===== config.mk =====
export PLATFORM = sky130hd
export DESIGN_NAME = weight_sched
export DESIGN_NICKNAME = d
export VERILOG_FILES = /design/src/rtl/weight_sched_pkg.sv /design/src/rtl/weight_sched.sv
export SDC_FILE = /design/constraint.sdc
export NUM_CORES = 1
export LEC_CHECK = 0
export BUFFER_PORTS_ARGS = -buffer_cell sky130_fd_sc_hd__buf_2
export CORE_ASPECT_RATIO = 1.2
export CORE_MARGIN = 2
export CORE_UTILIZATION = 48
export CTS_BUF_LIST = sky130_fd_sc_hd__clkbuf_4 sky130_fd_sc_hd__clkbuf_8 sky130_fd_sc_hd__clkbuf_16
export DETAILED_ROUTE_END_ITERATION = 10
export PLACE_DENSITY = 0.75
export SLEW_MARGIN = 20
export SYNTH_ARGS = -nofsm -noshare
export SYNTH_HDL_FRONTEND = slang
export SYNTH_SLANG_ARGS = --single-unit

===== constraint.sdc =====
create_clock -name i_clk -period 2.15 [get_ports i_clk]
set_input_delay 0.3225 -clock i_clk [delete_from_list [all_inputs] [get_ports i_clk]]
set_output_delay 0.3225 -clock i_clk [all_outputs]
set_load 0.02 [all_outputs]

===== src/rtl/weight_sched_pkg.sv =====
// Shared types for the weight router sequencing controller.
package weight_sched_pkg;

  localparam int CFG_ADDR_WIDTH = 8;
  localparam int CFG_PASS_WIDTH = 8;

  typedef enum logic [2:0] {
    ST_IDLE,
    ST_CLEAR,
    ST_LOAD,
    ST_WAIT_PE,
    ST_STREAM,
    ST_REUSE,
    ST_DONE
  } state_t;

  typedef struct packed {
    logic [CFG_ADDR_WIDTH-1:0] start_addr;
    logic [CFG_ADDR_WIDTH-1:0] addr_offset;
    logic [CFG_ADDR_WIDTH-1:0] route_size;
    logic [CFG_PASS_WIDTH-1:0] num_pass;
  } cfg_t;

  // A pass count of zero still streams the kernel once.
  function automatic logic [CFG_PASS_WIDTH-1:0] clamp_pass(input logic [CFG_PASS_WIDTH-1:0] n);
    return (n == '0) ? CFG_PASS_WIDTH'(1) : n;
  endfunction

endpackage


===== src/rtl/weight_sched.sv =====
// Weight router sequencer: clear, load, then stream the weight set num_pass
// times with a FIFO rewind between passes. All outputs are registered.
module weight_sched
  import weight_sched_pkg::*;
#(
  parameter int ADDR_WIDTH = CFG_ADDR_WIDTH,
  parameter int PASS_WIDTH = CFG_PASS_WIDTH
) (
  input  logic                  i_clk,
  input  logic                  i_nrst,
  input  logic                  i_start,
  input  logic                  i_abort,
  input  logic [ADDR_WIDTH-1:0] i_start_addr,
  input  logic [ADDR_WIDTH-1:0] i_addr_offset,
  input  logic [ADDR_WIDTH-1:0] i_route_size,
  input  logic [PASS_WIDTH-1:0] i_num_pass,
  input  logic                  i_pe_ready,
  input  logic                  i_rtr_ready,
  input  logic                  i_rtr_done,
  output logic                  o_rtr_reg_clear,
  output logic                  o_rtr_fifo_clear,
  output logic                  o_rtr_en,
  output logic                  o_rtr_pop_en,
  output logic                  o_rtr_reuse_en,
  output logic [ADDR_WIDTH-1:0] o_rtr_start_addr,
  output logic [ADDR_WIDTH-1:0] o_rtr_addr_offset,
  output logic [ADDR_WIDTH-1:0] o_rtr_route_size,
  output logic                  o_busy,
  output logic                  o_done,
  output logic [PASS_WIDTH-1:0] o_pass_cnt
);

  state_t                state;
  cfg_t                  cfg;
  logic                  clear_q;
  logic                  load_first;
  logic [PASS_WIDTH-1:0] next_cnt;

  assign next_cnt          = o_pass_cnt + 1'b1;
  assign o_rtr_reg_clear   = clear_q;
  assign o_rtr_fifo_clear  = clear_q;
  assign o_rtr_start_addr  = ADDR_WIDTH'(cfg.start_addr);
  assign o_rtr_addr_offset = ADDR_WIDTH'(cfg.addr_offset);
  assign o_rtr_route_size  = ADDR_WIDTH'(cfg.route_size);

  // Strobes are set on the transition into the state that owns them, so each
  // output is a flop that mirrors the state register one-to-one.
  always_ff @(posedge i_clk or negedge i_nrst) begin
    if (!i_nrst) begin
      state          <= ST_IDLE;
      cfg            <= '0;
      clear_q        <= 1'b0;
      load_first     <= 1'b0;
      o_rtr_en       <= 1'b0;
      o_rtr_pop_en   <= 1'b0;
      o_rtr_reuse_en <= 1'b0;
      o_busy         <= 1'b0;
      o_done         <= 1'b0;
      o_pass_cnt     <= '0;
    end else begin
      clear_q        <= 1'b0;
      load_first     <= 1'b0;
      o_rtr_en       <= 1'b0;
      o_rtr_pop_en   <= 1'b0;
      o_rtr_reuse_en <= 1'b0;
      o_done         <= 1'b0;
      if (i_abort) begin
        state   <= ST_IDLE;
        clear_q <= 1'b1;
        o_busy  <= 1'b0;
      end else begin
        case (state)
          ST_IDLE: begin
            if (i_start) begin
              cfg.start_addr  <= CFG_ADDR_WIDTH'(i_start_addr);
              cfg.addr_offset <= CFG_ADDR_WIDTH'(i_addr_offset);
              cfg.route_size  <= CFG_ADDR_WIDTH'(i_route_size);
              cfg.num_pass    <= clamp_pass(CFG_PASS_WIDTH'(i_num_pass));
              o_pass_cnt      <= '0;
              clear_q         <= 1'b1;
              o_busy          <= 1'b1;
              state           <= ST_CLEAR;
            end
          end
          ST_CLEAR: begin
            o_rtr_en   <= 1'b1;
            load_first <= 1'b1;
            state      <= ST_LOAD;
          end
          // Router ready is still reporting the pre-clear load in the first cycle.
          ST_LOAD: begin
            if (!load_first && i_rtr_ready) begin
              state <= ST_WAIT_PE;
            end else begin
              o_rtr_en <= 1'b1;
            end
          end
          ST_WAIT_PE: begin
            if (i_pe_ready) begin
              o_rtr_pop_en <= 1'b1;
              state        <= ST_STREAM;
            end
          end
          ST_STREAM: begin
            if (i_rtr_done) begin
              o_pass_cnt <= next_cnt;
              if (next_cnt == PASS_WIDTH'(cfg.num_pass)) begin
                o_done <= 1'b1;
                state  <= ST_DONE;
              end else begin
                o_rtr_reuse_en <= 1'b1;
                state          <= ST_REUSE;
              end
            end else begin
              o_rtr_pop_en <= 1'b1;
            end
          end
          ST_REUSE: begin
            state <= ST_WAIT_PE;
          end
          ST_DONE: begin
            o_busy <= 1'b0;
            state  <= ST_IDLE;
          end
          default: begin
            o_busy <= 1'b0;
            state  <= ST_IDLE;
          end
        endcase
      end
    end
  end

endmodule

# Word level (Yosys, flattened, before mapping)

Cells that the tools add are included.

Multiplexer cells: 34
Add/subtract/negate cells: 1
Equality and inequality tests: 13
Reductions and logical operators: 10
Bitwise logic cells: 1

Operators with widths:

| kind                  | number |
|---|---|
| $mux W8               | 3 |
| $mux W1               | 20 |
| $pmux W3 S6           | 1 |
| $pmux W8 S2           | 1 |
| $mux W3               | 5 |
| $ne A3 B3 Y1 const B  | 4 |
| $add A8 B1 Y8 const B | 1 |
| $eq A8 B8 Y1          | 1 |
| $logic_not A8 Y1      | 1 |
| $reduce_and A4 Y1     | 2 |
| $eq A3 B2 Y1 const B  | 2 |
| $eq A3 B3 Y1 const B  | 2 |
| $pmux W1 S2           | 3 |
| $reduce_or A5 Y1      | 1 |
| $ne A2 B2 Y1 const B  | 2 |
| $eq A3 B1 Y1 const B  | 1 |
| $logic_not A3 Y1      | 1 |
| $reduce_and A3 Y1     | 1 |
| $mux W2               | 1 |
| $ne A2 B1 Y1 const B  | 1 |
| $reduce_and A2 Y1     | 1 |
| $reduce_bool A2 Y1    | 1 |
| $logic_and A1 B1 Y1   | 1 |
| $logic_not A1 Y1      | 1 |
| $not A1 Y1            | 1 |

Output and inout port bits: 39
Logic and storage cells: 72
Bits in registers: 50

# Depth between registers and ports, before layout

Depth in word-level cells: 6
Mapped depth: 7

# Worst setup path before layout

OpenSTA, ideal clock, no wires.

Path type: register to register
From: reg o_pass_cnt[2]
To: reg state[0]
Clock period less this slack: 1.824 ns
Buffers on the path: 2
Path slack: 0.326 ns
Arrival time: 1.685 ns
Stages on the path, launching flop included: 8
Cells stage by stage: dfrtp_1 > buf_2 > nand3_1 > clkbuf_1 > nor4_1 > o211ai_1 > a211oi_1 > a211oi_1

Word-level cells in the longest chain between the ends: 6

RTL lines:

| element                | RTL line            | source |
|---|---|---|
| start, declared        | weight_sched.sv:30  | `output logic [PASS_WIDTH-1:0] o_pass_cnt` |
| start signal, assigned | weight_sched.sv:106 | `o_pass_cnt <= next_cnt;` |
| $add A8 B1 Y8          | weight_sched.sv:39  | `assign next_cnt = o_pass_cnt + 1'b1;` |
| $eq A8 B8 Y1           | weight_sched.sv:107 | `if (next_cnt == PASS_WIDTH'(cfg.num_pass)) begin` |
| $mux W2                | weight_sched.sv:107 |  |
| $mux W3                | weight_sched.sv:105 | `if (i_rtr_done) begin` |
| $pmux W3 S6            | weight_sched.sv:72  | `case (state)` |
| $mux W3                | weight_sched.sv:67  | `if (i_abort) begin` |
| end signal, assigned   | weight_sched.sv:68  | `state <= ST_IDLE;` |
| end signal, assigned   | weight_sched.sv:109 | `state <= ST_DONE;` |
| end signal, assigned   | weight_sched.sv:112 | `state <= ST_REUSE;` |
| end, declared          | weight_sched.sv:33  | `state_t state;` |

No other way between the ends. The select of a mux whose other input is x is not followed.
A chain may end at the register's enable or synchronous reset.

# Worst setup path in the final report

From: reg o_pass_cnt[0]
To: reg state[0]

The elaborated chain is that of the path after synthesis.

==> out/qor.txt <==
Mapped Cells: 229
Worst path depth: 6
Port bufs: 77
Status: completed
Startpoint type of the worst setup path: register
N_diodes: 0
VDD IR max: 0.604 mV
CP delay by family, top: compound AO/OA/AOI/OAI gates
CTS tree: built
Leakage: 1.43 nW
Gr usage total: 0.175
Clock transition at path regs: 0.09 ns
Die Wd: 70.5 um
CTS resizes: 0
R2r startpoint: o_pass_cnt[0]$_DFFE_PN0P_
Reg2Reg Depth: 6
Avg Inst Size Synth: 11.1 um2
Wirelength per Cell: 14.1 um
Setup TNS: 0 ns
P per Cell Area: 925 mW/mm2
Vias per inst: 5.35
Hold WC Path Type: in -> async
Largest net degree at the start of global routing: 34
Final Net Count: 320
Post-route ant nets: 0
Combinational share of power: 0.266
Final Hold Viols: 0
First-pass GRT wire length: 8.20 mm
Total CTS buffers: 5
Sink Count: 50
Post-synth EDFFs: 0
Ports: 78
RSZ-0062 raised after global routing: no
Power, Total: 0.00275 W
Starting Density: 0.491
CP Buf/Inv Count: 0
DRC violations left: 0
Dpl cell area: 0.00283 mm2
R2R Setup Slk: 0.25 ns
Total gr overflow: 0
Top cells by area, synth: dfrtp_1 (49%), mux2_2 (15%), buf_4 (7.4%), a22o_1 (2.4%), nand2_1 (1.9%)
Post-synth cell types: 39
Pre-CTS setup slack: 0.257 ns
FFs w/ async S/R, synth: 1.00
Switch share: 0.291
Synth Cell Area: 0.00255 mm2
Utilization after layout: 0.572
Crit path to: state[0]$_DFFE_PN0P_
Post-Route WL: 4.85 mm
Req. time, crit path: 2.32 ns
Chip height: 83.8 um
Vias: 1,836
Rel. slew slack: 0.628
Min cycle time layout: 1.90 ns
Clk buf depth: 2
Number of hold buffers added after cts: 0
Root Buffer: clkbuf_8
DR iter-0 viols: 130
Layout cells sized above 1: 0.445
Crit path cell chain: ha_1 > and3_1 > a311oi_1 > o211ai_1 > a211oi_1 > a211oi_1
Max Transition Viols Final: 0
Dpl hpwl: 3.53 mm
Synth top area share: 0.491
Clock insertion delay at the later pin of the skew report: 0.29 ns
CP most frequent cell: a211oi_1
Largest family of logic cells by synthesized area: multiplexers
Setup violators final: 0
Crit path DAT: 2.07 ns
DIE AREA: 0.00591 mm2
Vias in the first global route: 1,769
Worst setup path class: reg -> reg
Design area: 0.00297 mm2
Drt pass-1 iters: 4
Core box area: 0.00519 mm2
Post-synthesis sequential area ratio: 0.491
Main synth FF type: dfrtp_1
Max Freq: 527 MHz
Post-CTS Setup Repair Bufs: 0
Simple-Gate Fraction of Synth Area: 0.117
Area growth from synthesis to final layout: 16.6%
Clock power frac: 0.290
Pint: 0.00195 W
Register bit count reported by yosys: 50
Switch Pwr: 0.000799 W
Critical Path Fanout Max: 6
Max-cap violations: 0
CP max stage delay: 0.45 ns
Leading area contributor after synthesis: dfrtp_1
Mux share of post-synthesis cell area: 0.154
CP max stage cell: dfrtp_1
Ys Warns: 0
Transition time of the tightest slew-check pin: 0.558 ns
RR Endpoint: state[0]$_DFFE_PN0P_
Initial antenna violation count: 0
CP endpoint kind: register
Synth Area in XOR/XNOR: 0.0275
Layout Skew: 0.00480 ns
Setup ws final: 0.253 ns
Rows: 29
Syn_nets: 269
Final Cycle Share: 0.883
Sequential share of power: 0.445
Compound-Gate Fraction of Synth Area: 0.108
Area share of fa/ha/maj cells after synthesis: 0.00491
Final GP Congestion: 0.878
Htree depth: 2
CP startpoint: o_pass_cnt[0]$_DFFE_PN0P_
==> synthesized netlist by cell type, types with 2 or more instances <==
library cell and n:
o21ai_0 8, nor2_1 10, a311oi_1 2, nor2b_1 4
or4_1 3, o211ai_1 2, xor2_1 4, nor3_1 6
a21oi_1 6, mux2_2 33, nand2_1 13, clkbuf_1 11
buf_4 25, nand2b_1 4, xnor2_1 4, o32ai_1 2
mux2i_1 2, a21o_1 3, nand3b_1 4, dfrtp_1 50
a22o_1 7, a211oi_1 3, buf_2 4, nor4_1 3
nand3_1 2
==> power by group through the flow <==
stage / Clock, W / Sequential (W) / Combinational [W]
2_1_floorplan: 0 / 0.00123 / 0.000667
3_3_place_gp: 0 / 0.00123 / 0.000723
3_5_place_dp: 0 / 0.00124 / 0.000740
4_1_cts: 0.000828 / 0.00122 / 0.000741
5_1_grt: 0.000866 / 0.00125 / 0.000792
6_report: 0.000796 / 0.00122 / 0.000729
==> cells by family (layout without fill, tap and decap cells) <==
family,after synthesis,after routing
AO/OA/AOI/OAI,39,39
XOR/XNOR,8,8
adder cells (fa/ha/maj),1,1
buffers and inverters,40,92
flip-flops,50,50
multiplexers,35,35
AND/OR/NAND/NOR,56,56
==> registers in the layout, summed over array words and instances (netlist names), 3 cells and up <==
register and flops:
cfg 8, o_pass_cnt 8, o_rtr_addr_offset 8, o_rtr_route_size 8, o_rtr_start_addr 8, state 3
==> placed cells by master, fill, tap and decap left out, types with 6 or more instances in the layout <==
cell and n:
buf_2 77, buf_4 6, dfrtp_1 50, nand2_1 13, a22o_1 7, nor3_1 6, mux2_2 33, a21oi_1 6
nor2_1 10, clkbuf_8 6, o21ai_0 8
==> routing by layer <==
layer / up-vias / GRT usage / wire length, um
li1: 895 / - / -
met1: 869 / 0.222 / 1960
met2: 60 / 0.282 / 2480
met3: 12 / 0.0483 / 311
met4: 0 / 0.0682 / 98
met5: - / 0 / 0
==> stage by stage <==
step	instances	hold slack, ns
floorplan	229	0.0269
global placement	335	0.347
detailed placement	335	0.362
CTS	343	0.0284
global route	343	0.0451
finish	343	0.00671
==> how the worst min path moves through the flow <==
stage                                  endpoint   start  slack, ns  depth (start not counted)
5_1_grt        o_rtr_addr_offset[2]$_DFFE_PN0P_  i_nrst       0.05                          1
4_1_cts         o_rtr_start_addr[1]$_DFFE_PN0P_  i_nrst       0.03                          1
2_1_floorplan                cfg[0]$_DFFE_PN0P_  i_nrst       0.03                          0
3_5_place_dp    o_rtr_start_addr[1]$_DFFE_PN0P_  i_nrst       0.36                          1
6_report                     o_busy$_DFFE_PN0P_  i_nrst      0.007                          1
3_3_place_gp   o_rtr_addr_offset[2]$_DFFE_PN0P_  i_nrst       0.35                          1
==> final cells by class <==
type / count / area [um2]
fill: 457 / 2220
clock inverter: 2 / 60.1
multi-input combinational: 139 / 1050
timing repair buffer: 84 / 450
clock buffer: 6 / 82.6
tap: 62 / 77.6
sequential: 50 / 1250
No activity file was read; power rests on OpenSTA's default activity.
